$ cat config.mk
export PLATFORM = sky130hd
export DESIGN_NAME = quiz_input_conditioner
export DESIGN_NICKNAME = d
export VERILOG_FILES = /design/src/rtl/quiz_pkg.sv /design/src/rtl/quiz_input_conditioner_debounce_channel.sv /design/src/rtl/quiz_input_conditioner.sv
export SDC_FILE = /design/constraint.sdc
export NUM_CORES = 1
export LEC_CHECK = 0
export CAP_MARGIN = 20
export CORE_ASPECT_RATIO = 1.5
export CORE_UTILIZATION = 61
export DETAILED_ROUTE_END_ITERATION = 8
export GPL_TIMING_DRIVEN = 1
export PLACE_DENSITY = 0.88
export SYNTH_ARGS = -nofsm -noshare
export SYNTH_HDL_FRONTEND = slang
export SYNTH_SLANG_ARGS = --single-unit
export TNS_END_PERCENT = 20
$ cat constraint.sdc
create_clock -name clk -period 4.6 [get_ports clk]
set_input_delay 1.15 -clock clk [delete_from_list [all_inputs] [get_ports clk]]
set_output_delay 1.15 -clock clk [all_outputs]
set_load 0.005 [all_outputs]
$ cat src/rtl/quiz_pkg.sv
// Shared definitions for the quiz front end and game core: FSM encoding,
// operator codes and small helpers for the answer-switch vectors.
package quiz_pkg;

    typedef enum logic [1:0] {
        IDLE   = 2'd0,
        ARMED  = 2'd1,
        LOCKED = 2'd2
    } state_t;

    localparam int NUM_SW = 4;

    localparam logic [1:0] OP_ADD = 2'd0;
    localparam logic [1:0] OP_SUB = 2'd1;
    localparam logic [1:0] OP_MUL = 2'd2;
    localparam logic [1:0] OP_DIV = 2'd3;

    // Only called when exactly one bit is set; other patterns map to OP_ADD.
    function automatic logic [1:0] onehot_index(input logic [NUM_SW-1:0] v);
        logic [1:0] idx;
        case (v)
            4'b0001: idx = OP_ADD;
            4'b0010: idx = OP_SUB;
            4'b0100: idx = OP_MUL;
            4'b1000: idx = OP_DIV;
            default: idx = OP_ADD;
        endcase
        return idx;
    endfunction

    function automatic logic more_than_one(input logic [NUM_SW-1:0] v);
        return (v & (v - NUM_SW'(1))) != '0;
    endfunction

endpackage

$ cat src/rtl/quiz_input_conditioner_debounce_channel.sv
// One input channel: 2-flop synchroniser, debounce counter, stable level
// register and a registered rising-edge strobe.
module debounce_channel #(
    parameter int DEBOUNCE_CYCLES = 50000,
    parameter int CNT_W           = 16
) (
    input  logic clk,
    input  logic reset,
    input  logic raw,
    output logic level,
    output logic rise
);

    localparam logic [CNT_W-1:0] CNT_LAST = CNT_W'(DEBOUNCE_CYCLES - 1);

    logic             sync1;
    logic             sync2;
    logic             level_d;
    logic [CNT_W-1:0] cnt;

    always_ff @(posedge clk or posedge reset) begin
        if (reset) begin
            sync1   <= 1'b0;
            sync2   <= 1'b0;
            level   <= 1'b0;
            level_d <= 1'b0;
            cnt     <= '0;
            rise    <= 1'b0;
        end else begin
            sync1   <= raw;
            sync2   <= sync1;
            level_d <= level;
            rise    <= level & ~level_d;
            // Any return to the stable value restarts the count from zero.
            if (sync2 == level) begin
                cnt <= '0;
            end else if (cnt == CNT_LAST) begin
                level <= sync2;
                cnt   <= '0;
            end else begin
                cnt <= cnt + CNT_W'(1);
            end
        end
    end

endmodule

$ cat src/rtl/quiz_input_conditioner.sv
// Quiz front end: debounces set/answer inputs and gates answers through an
// IDLE/ARMED/LOCKED window. Optional answer-window timer: QUIZ_TIMEOUT_EN.
module quiz_input_conditioner
    import quiz_pkg::*;
#(
    parameter int DEBOUNCE_CYCLES = 50000,
    parameter int CNT_W           = 16,
    parameter int TIMEOUT_CYCLES  = 500000000
) (
    input  logic              clk,
    input  logic              reset,
    input  logic              set_raw,
    input  logic [NUM_SW-1:0] switch_raw,
    output logic              set_pulse,
    output logic              answer_valid,
    output logic [1:0]        answer_code,
    output logic              multi_press,
    output logic              armed,
    output logic              timeout
);

    logic              unused_set_level;
    logic              set_rise;
    logic [NUM_SW-1:0] sw_level;
    logic [NUM_SW-1:0] sw_rise;

    debounce_channel #(.DEBOUNCE_CYCLES(DEBOUNCE_CYCLES), .CNT_W(CNT_W)) u_set (
        .clk   (clk),
        .reset (reset),
        .raw   (set_raw),
        .level (unused_set_level),
        .rise  (set_rise)
    );

    for (genvar i = 0; i < NUM_SW; i++) begin : g_sw
        debounce_channel #(.DEBOUNCE_CYCLES(DEBOUNCE_CYCLES), .CNT_W(CNT_W)) u_sw (
            .clk   (clk),
            .reset (reset),
            .raw   (switch_raw[i]),
            .level (sw_level[i]),
            .rise  (sw_rise[i])
        );
    end

    state_t     state;
    state_t     state_next;
    logic       set_pulse_d;
    logic       answer_valid_d;
    logic [1:0] code_d;
    logic       multi_d;
    logic       timeout_d;
    logic       rearm;
    logic       expired;

    always_ff @(posedge clk or posedge reset) begin
        if (reset) begin
            state <= IDLE;
        end else begin
            state <= state_next;
        end
    end

    // Priority in ARMED: answer rises, then set (re-arm), then expiry.
    always_comb begin
        state_next = state;
        case (state)
            IDLE: begin
                if (set_rise) state_next = ARMED;
            end
            ARMED: begin
                if (sw_rise != '0) begin
                    if (!more_than_one(sw_rise)) state_next = LOCKED;
                end else if (!set_rise && expired) begin
                    state_next = LOCKED;
                end
            end
            LOCKED: begin
                if (sw_level == '0) state_next = IDLE;
            end
            default: state_next = IDLE;
        endcase
    end

    always_comb begin
        set_pulse_d    = 1'b0;
        answer_valid_d = 1'b0;
        code_d         = 2'd0;
        multi_d        = 1'b0;
        timeout_d      = 1'b0;
        rearm          = 1'b0;
        case (state)
            IDLE: begin
                set_pulse_d = set_rise;
            end
            ARMED: begin
                if (sw_rise != '0) begin
                    if (more_than_one(sw_rise)) begin
                        multi_d = 1'b1;
                    end else begin
                        answer_valid_d = 1'b1;
                        code_d         = onehot_index(sw_rise);
                    end
                end else if (set_rise) begin
                    set_pulse_d = 1'b1;
                    rearm       = 1'b1;
                end else if (expired) begin
                    timeout_d = 1'b1;
                end
            end
            default: ;
        endcase
    end

    always_ff @(posedge clk or posedge reset) begin
        if (reset) begin
            set_pulse    <= 1'b0;
            answer_valid <= 1'b0;
            answer_code  <= 2'd0;
            multi_press  <= 1'b0;
            armed        <= 1'b0;
        end else begin
            set_pulse    <= set_pulse_d;
            answer_valid <= answer_valid_d;
            answer_code  <= code_d;
            multi_press  <= multi_d;
            armed        <= (state == ARMED);
        end
    end

`ifdef QUIZ_TIMEOUT_EN
    localparam logic [31:0] TIMER_LAST = 32'(TIMEOUT_CYCLES - 1);

    logic [31:0] timer;

    // The window is timed from the cycle the armed output is visible.
    always_ff @(posedge clk or posedge reset) begin
        if (reset) begin
            timer <= 32'd0;
        end else if (state != ARMED || rearm) begin
            timer <= 32'd0;
        end else if (armed) begin
            timer <= timer + 32'd1;
        end
    end

    assign expired = armed && (timer == TIMER_LAST);

    always_ff @(posedge clk or posedge reset) begin
        if (reset) begin
            timeout <= 1'b0;
        end else begin
            timeout <= timeout_d;
        end
    end
`else
    logic unused_timer_cfg;

    assign expired          = 1'b0;
    assign timeout          = 1'b0;
    assign unused_timer_cfg = timeout_d | rearm | (TIMEOUT_CYCLES == 0);
`endif

endmodule

Word level (Yosys, flattened, before mapping)
Cells that the tools add are included.
Cells by class
  add/subtract/negate cells: 6
  equality and inequality tests: 19
  muxes and demuxes: 28
  bitwise logic cells: 16
  reductions and logical operators: 10
Operators by type and width (number)
  2-to-1 mux 16 bit: 10
  adder 16 x 1 -> 16 bit, second input constant: 5
  equality test 16 bit, second input constant: 5
  2-to-1 mux 2 bit: 7
  one-hot mux 2 bit (3 select lines): 2
  NOT 1 bit: 10
  AND reduction 2 bit: 5
  2-to-1 mux 1 bit: 8
  nonzero test 4 bit: 2
  inequality test 2 bit, second input constant: 3
  AND 1 bit: 5
  equality test 1 bit: 5
  AND 4 bit: 1
  equality test 4 x 2 -> 1 bit, second input constant: 1
  equality test 4 x 3 -> 1 bit, second input constant: 1
  equality test 4 bit, second input constant: 1
  logical NOT 4 bit: 1
  AND reduction 4 bit: 1
  subtractor 4 x 1 -> 4 bit, second input constant: 1
  equality test 2 x 1 -> 1 bit, second input constant: 1
  equality test 2 bit, second input constant: 1
  logical NOT 2 bit: 1
  inequality test 2 x 1 -> 1 bit, second input constant: 1
  one-hot mux 1 bit (2 select lines): 1
Word-level totals
  flip-flop bits (word level): 113
  bits of input ports: 7
  output and inout port bits: 7
  word-level logic and storage cells: 115

Logic depth before layout (Yosys ltp)
  depth after elaboration: 6
  depth in mapped cells: 6
  mapped depth without buffers: 5

Modules after synthesis
Synthesis repeated with hierarchy kept, for this count alone.
Second synthesis, totals
  cell total of the unflattened synthesis: 494
  area, all modules: 5634.2 µm²
By module, submodules not included
  debounce_channel: instances 5, cells an instance 90, area each 1038.5 µm², sequential area each 525.5 µm²
  quiz_input_conditioner: instances 1, cells an instance 44, area each 441.7 µm², sequential area each 200.2 µm²

Least setup slack after synthesis
Ideal clock, no wire load.
  path kind: register -> register
  from: register u_set.cnt[5]
  to: register u_set.cnt[10]
  setup time: 0.119 ns
  arrival time: 1.618 ns
  setup slack: 2.863 ns
  cell stages (with the launch flop): 6
  period minus slack after synthesis: 1.737 ns
  cell sequence: dfrtp_1 nand4bb_1 or4_4 o31ai_4 buf_6 nor2_1
Between the ends
  cells in the longest elaborated chain, start to end: 3
  elaborated cells between the ends (all ways): 4
  classes of those cells: 1 x add/sub; 1 x eq/ne; 2 x mux
Ends and longest elaborated chain
  start, declared: RTL line quiz_input_conditioner_debounce_channel.sv:19  | logic [CNT_W-1:0] cnt;
  start signal, assigned: RTL line quiz_input_conditioner_debounce_channel.sv:41  | cnt <= cnt + CNT_W'(1);
  adder 16 x 1 -> 16 bit or equality test 16 bit (tied branches): RTL line quiz_input_conditioner_debounce_channel.sv:41, quiz_input_conditioner_debounce_channel.sv:37
  2-to-1 mux 16 bit *: RTL line quiz_input_conditioner_debounce_channel.sv:37  | end else if (cnt == CNT_LAST) begin
  2-to-1 mux 16 bit *: RTL line quiz_input_conditioner_debounce_channel.sv:35  | if (sync2 == level) begin
Every way passes the cells marked *; elsewhere a longest branch is shown, timed or not.
A chain may end at the register's enable or synchronous reset.

Final worst setup path
  from: register answer_valid
  to: output port answer_valid
RTL lines
  start, declared: RTL line quiz_input_conditioner.sv:15  | output logic answer_valid,
  start signal, assigned: RTL line quiz_input_conditioner.sv:123  | answer_valid <= answer_valid_d;
No word-level cell between the ends.

==> metrics <==
outcome finished, final reports clean; main area contributors after synthesis dfrtp_1, xnor2_1, nor2_1; final hold vios 0; family with the most delay on the worst path buffers and inverters; Vias per Instance 5.75; gr ovfl total 0; # IOs 14; post-synthesis average cell area 10.7 sq um; Crit-path slowest cell clkdlybuf4s50_1; Wirelength per Cell 15.0 um; clk sinks 113; Max IR drop VDD 0.352 mV; worst-path cell chain clkdlybuf4s50_1; clock root buffer clkbuf_16; asr flop ratio synth 1.00; CP peak stage delay 0.49 ns; CP endpoint kind output port; Worst-Margin Slew 0.851 ns; Post-synth EDFFs 0; Die Width 76.0 um; Slew Viols, Final 0; vias in the first global route 3653; Clock transition at path regs 0.05 ns; H-tree Lvls 4; dpl hpwl 5940 um; Seq/Total Area, Yosys 0.565; Tot GR Track Use 0.242; leakage power 0.00243 uW; Hold Buf Count CTS 0; max_cap viols 0; die area 0.00858 sq mm; Max Clock Freq 421 MHz; Final period util 0.516; site row count 40; Antenna Cells 0; total power 2280 uW; Post-Route WL 9090 um; Mapped Area 0.00501 sq mm; Final Wtd Congestion 0.863; Final min period 2.37 ns; fillers 524; post-cts resize count 0; Final setup viols 0; most common cell after layout, fill and taps aside dfrtp_1; most frequent cells in the layout dfrtp_1, nor2_1, xnor2_1, nand3_1; first-pass GRT wire length 16100 um; Hold Path Class flop to flop; residual DRC count 0; drt initial violations 187; Crit path required time 3.45 ns; Slew headroom 0.433; flops & latches, synth 113; ys flop type dfrtp_1; crit path DAT 1.22 ns; area leader, netlist dfrtp_1; Clock Skew 0.00506 ns; CP max FO 1; Skew-Pair Late Insertion Delay 0.41 ns; share of layout cells above drive strength 1 0.0837; Longest Clk Path Bufs 2; kind of start point of the critical path flop; critical path class flop to output port; area of the core 0.00796 sq mm; CTS tree yes; Synth Instances 467; Final nets 502; initial antenna violation count 0; area share of the largest cell type after synthesis 0.565; TritonCTS Buffers 17; Area Overhead vs Synth 15.7%; synth unique cells 42; Syn Nets 479; RSZ-0062 raised after global routing false; via count 3488; Ys Warns 0; router iterations before antenna repair 4; Buf/Inv on CP 1; Setup TNS 0 ns; largest net degree at the start of global routing 71; power per cell area 393 mW/mm^2; die height 113 um; post-CTS setup repair buffer count 0; PortBufs 12; post-route ant nets 0; Initial Util 0.629
## power by group
| part | switching (uW) | internal (uW) |
|---|---|---|
| combinational | 39.4 | 18.0 |
| sequential | 12.9 | 1010 |
| clock | 415 | 780 |
| total | 467 | 1810 |
## metal layers
layer	up-vias	part of all wire	global-route usage
met5	-	0	0
met4	0	0.022	0.136
met3	17	0.026	0.0613
met2	54	0.55	0.430
met1	1757	0.40	0.264
li1	1660	-	-
## registers in the layout, summed over array words and instances (netlist names), 2 cells and up
signal	flops
answer_code	2
g_sw.u_sw.cnt	64
state	2
g_sw.u_sw.rise	4
g_sw.u_sw.sync1	4
g_sw.u_sw.level_d	4
g_sw.u_sw.sync2	4
u_set.cnt	16
g_sw.u_sw.level	4
## final timing paths
check                                                   from                             to  slack (ns)  cells after the start
worst min-delay path            g_sw[2].u_sw.sync1$_DFF_PP0_   g_sw[2].u_sw.sync2$_DFF_PP0_        0.34                      0
max in group asynchronous                              reset  g_sw[0].u_sw.cnt[9]$_DFF_PP0_        2.64                      3
worst min register to register  g_sw[2].u_sw.sync1$_DFF_PP0_   g_sw[2].u_sw.sync2$_DFF_PP0_        0.34                      0
worst max-delay path                  answer_valid$_DFF_PP0_                   answer_valid        2.23                      1
worst max register to register        u_set.cnt[5]$_DFF_PP0_         u_set.cnt[2]$_DFF_PP0_        2.55                      4
min in group asynchronous                              reset         u_set.cnt[3]$_DFF_PP0_        1.26                      2
## through the flow
stage	cells	hold WS (ns)	util	instance area, sq um	setup WS, ns
2_1_floorplan	467	0.331	-	5010	0.463
3_3_place_gp	576	0.332	0.658	5240	2.16
6_report	607	0.344	0.728	5790	2.23
3_5_place_dp	576	0.335	0.658	5240	2.14
4_1_cts	607	0.346	0.728	5790	2.21
5_1_grt	607	0.349	0.728	5790	2.18
## layout make-up
class                      instances  area (sq um)  area share
clock buffer                      27           533      0.0920
timing repair buffer              13           140      0.0242
tap                              105           131      0.0227
inverter                          14          55.1     0.00951
clock inverter                     4          22.5     0.00389
sequential                       113          2830       0.488
multi-input combinational        331          2080       0.359
## cells in the mapped netlist, types with 7 or more instances
cell type  instances
dfrtp_1          113
nor2_1            85
xnor2_1           56
nand3_1           25
nand4_1           21
nor4_1            21
nand2_1           20
nor3_1            20
xor2_1            18
inv_1             14
and3_1             8
clkbuf_1           7
## logic make-up after synthesis
family	share of synthesized area
xor gates and xnor gates	0.129
other	0.000749
buffers and inverters	0.0195
muxes	0.0132
AOI/OAI and AO/OA	0.0175
DFF	0.565
and+or+nand+nor	0.240
adders and majority gates	0.0145
(Power assumes the default switching activity.)
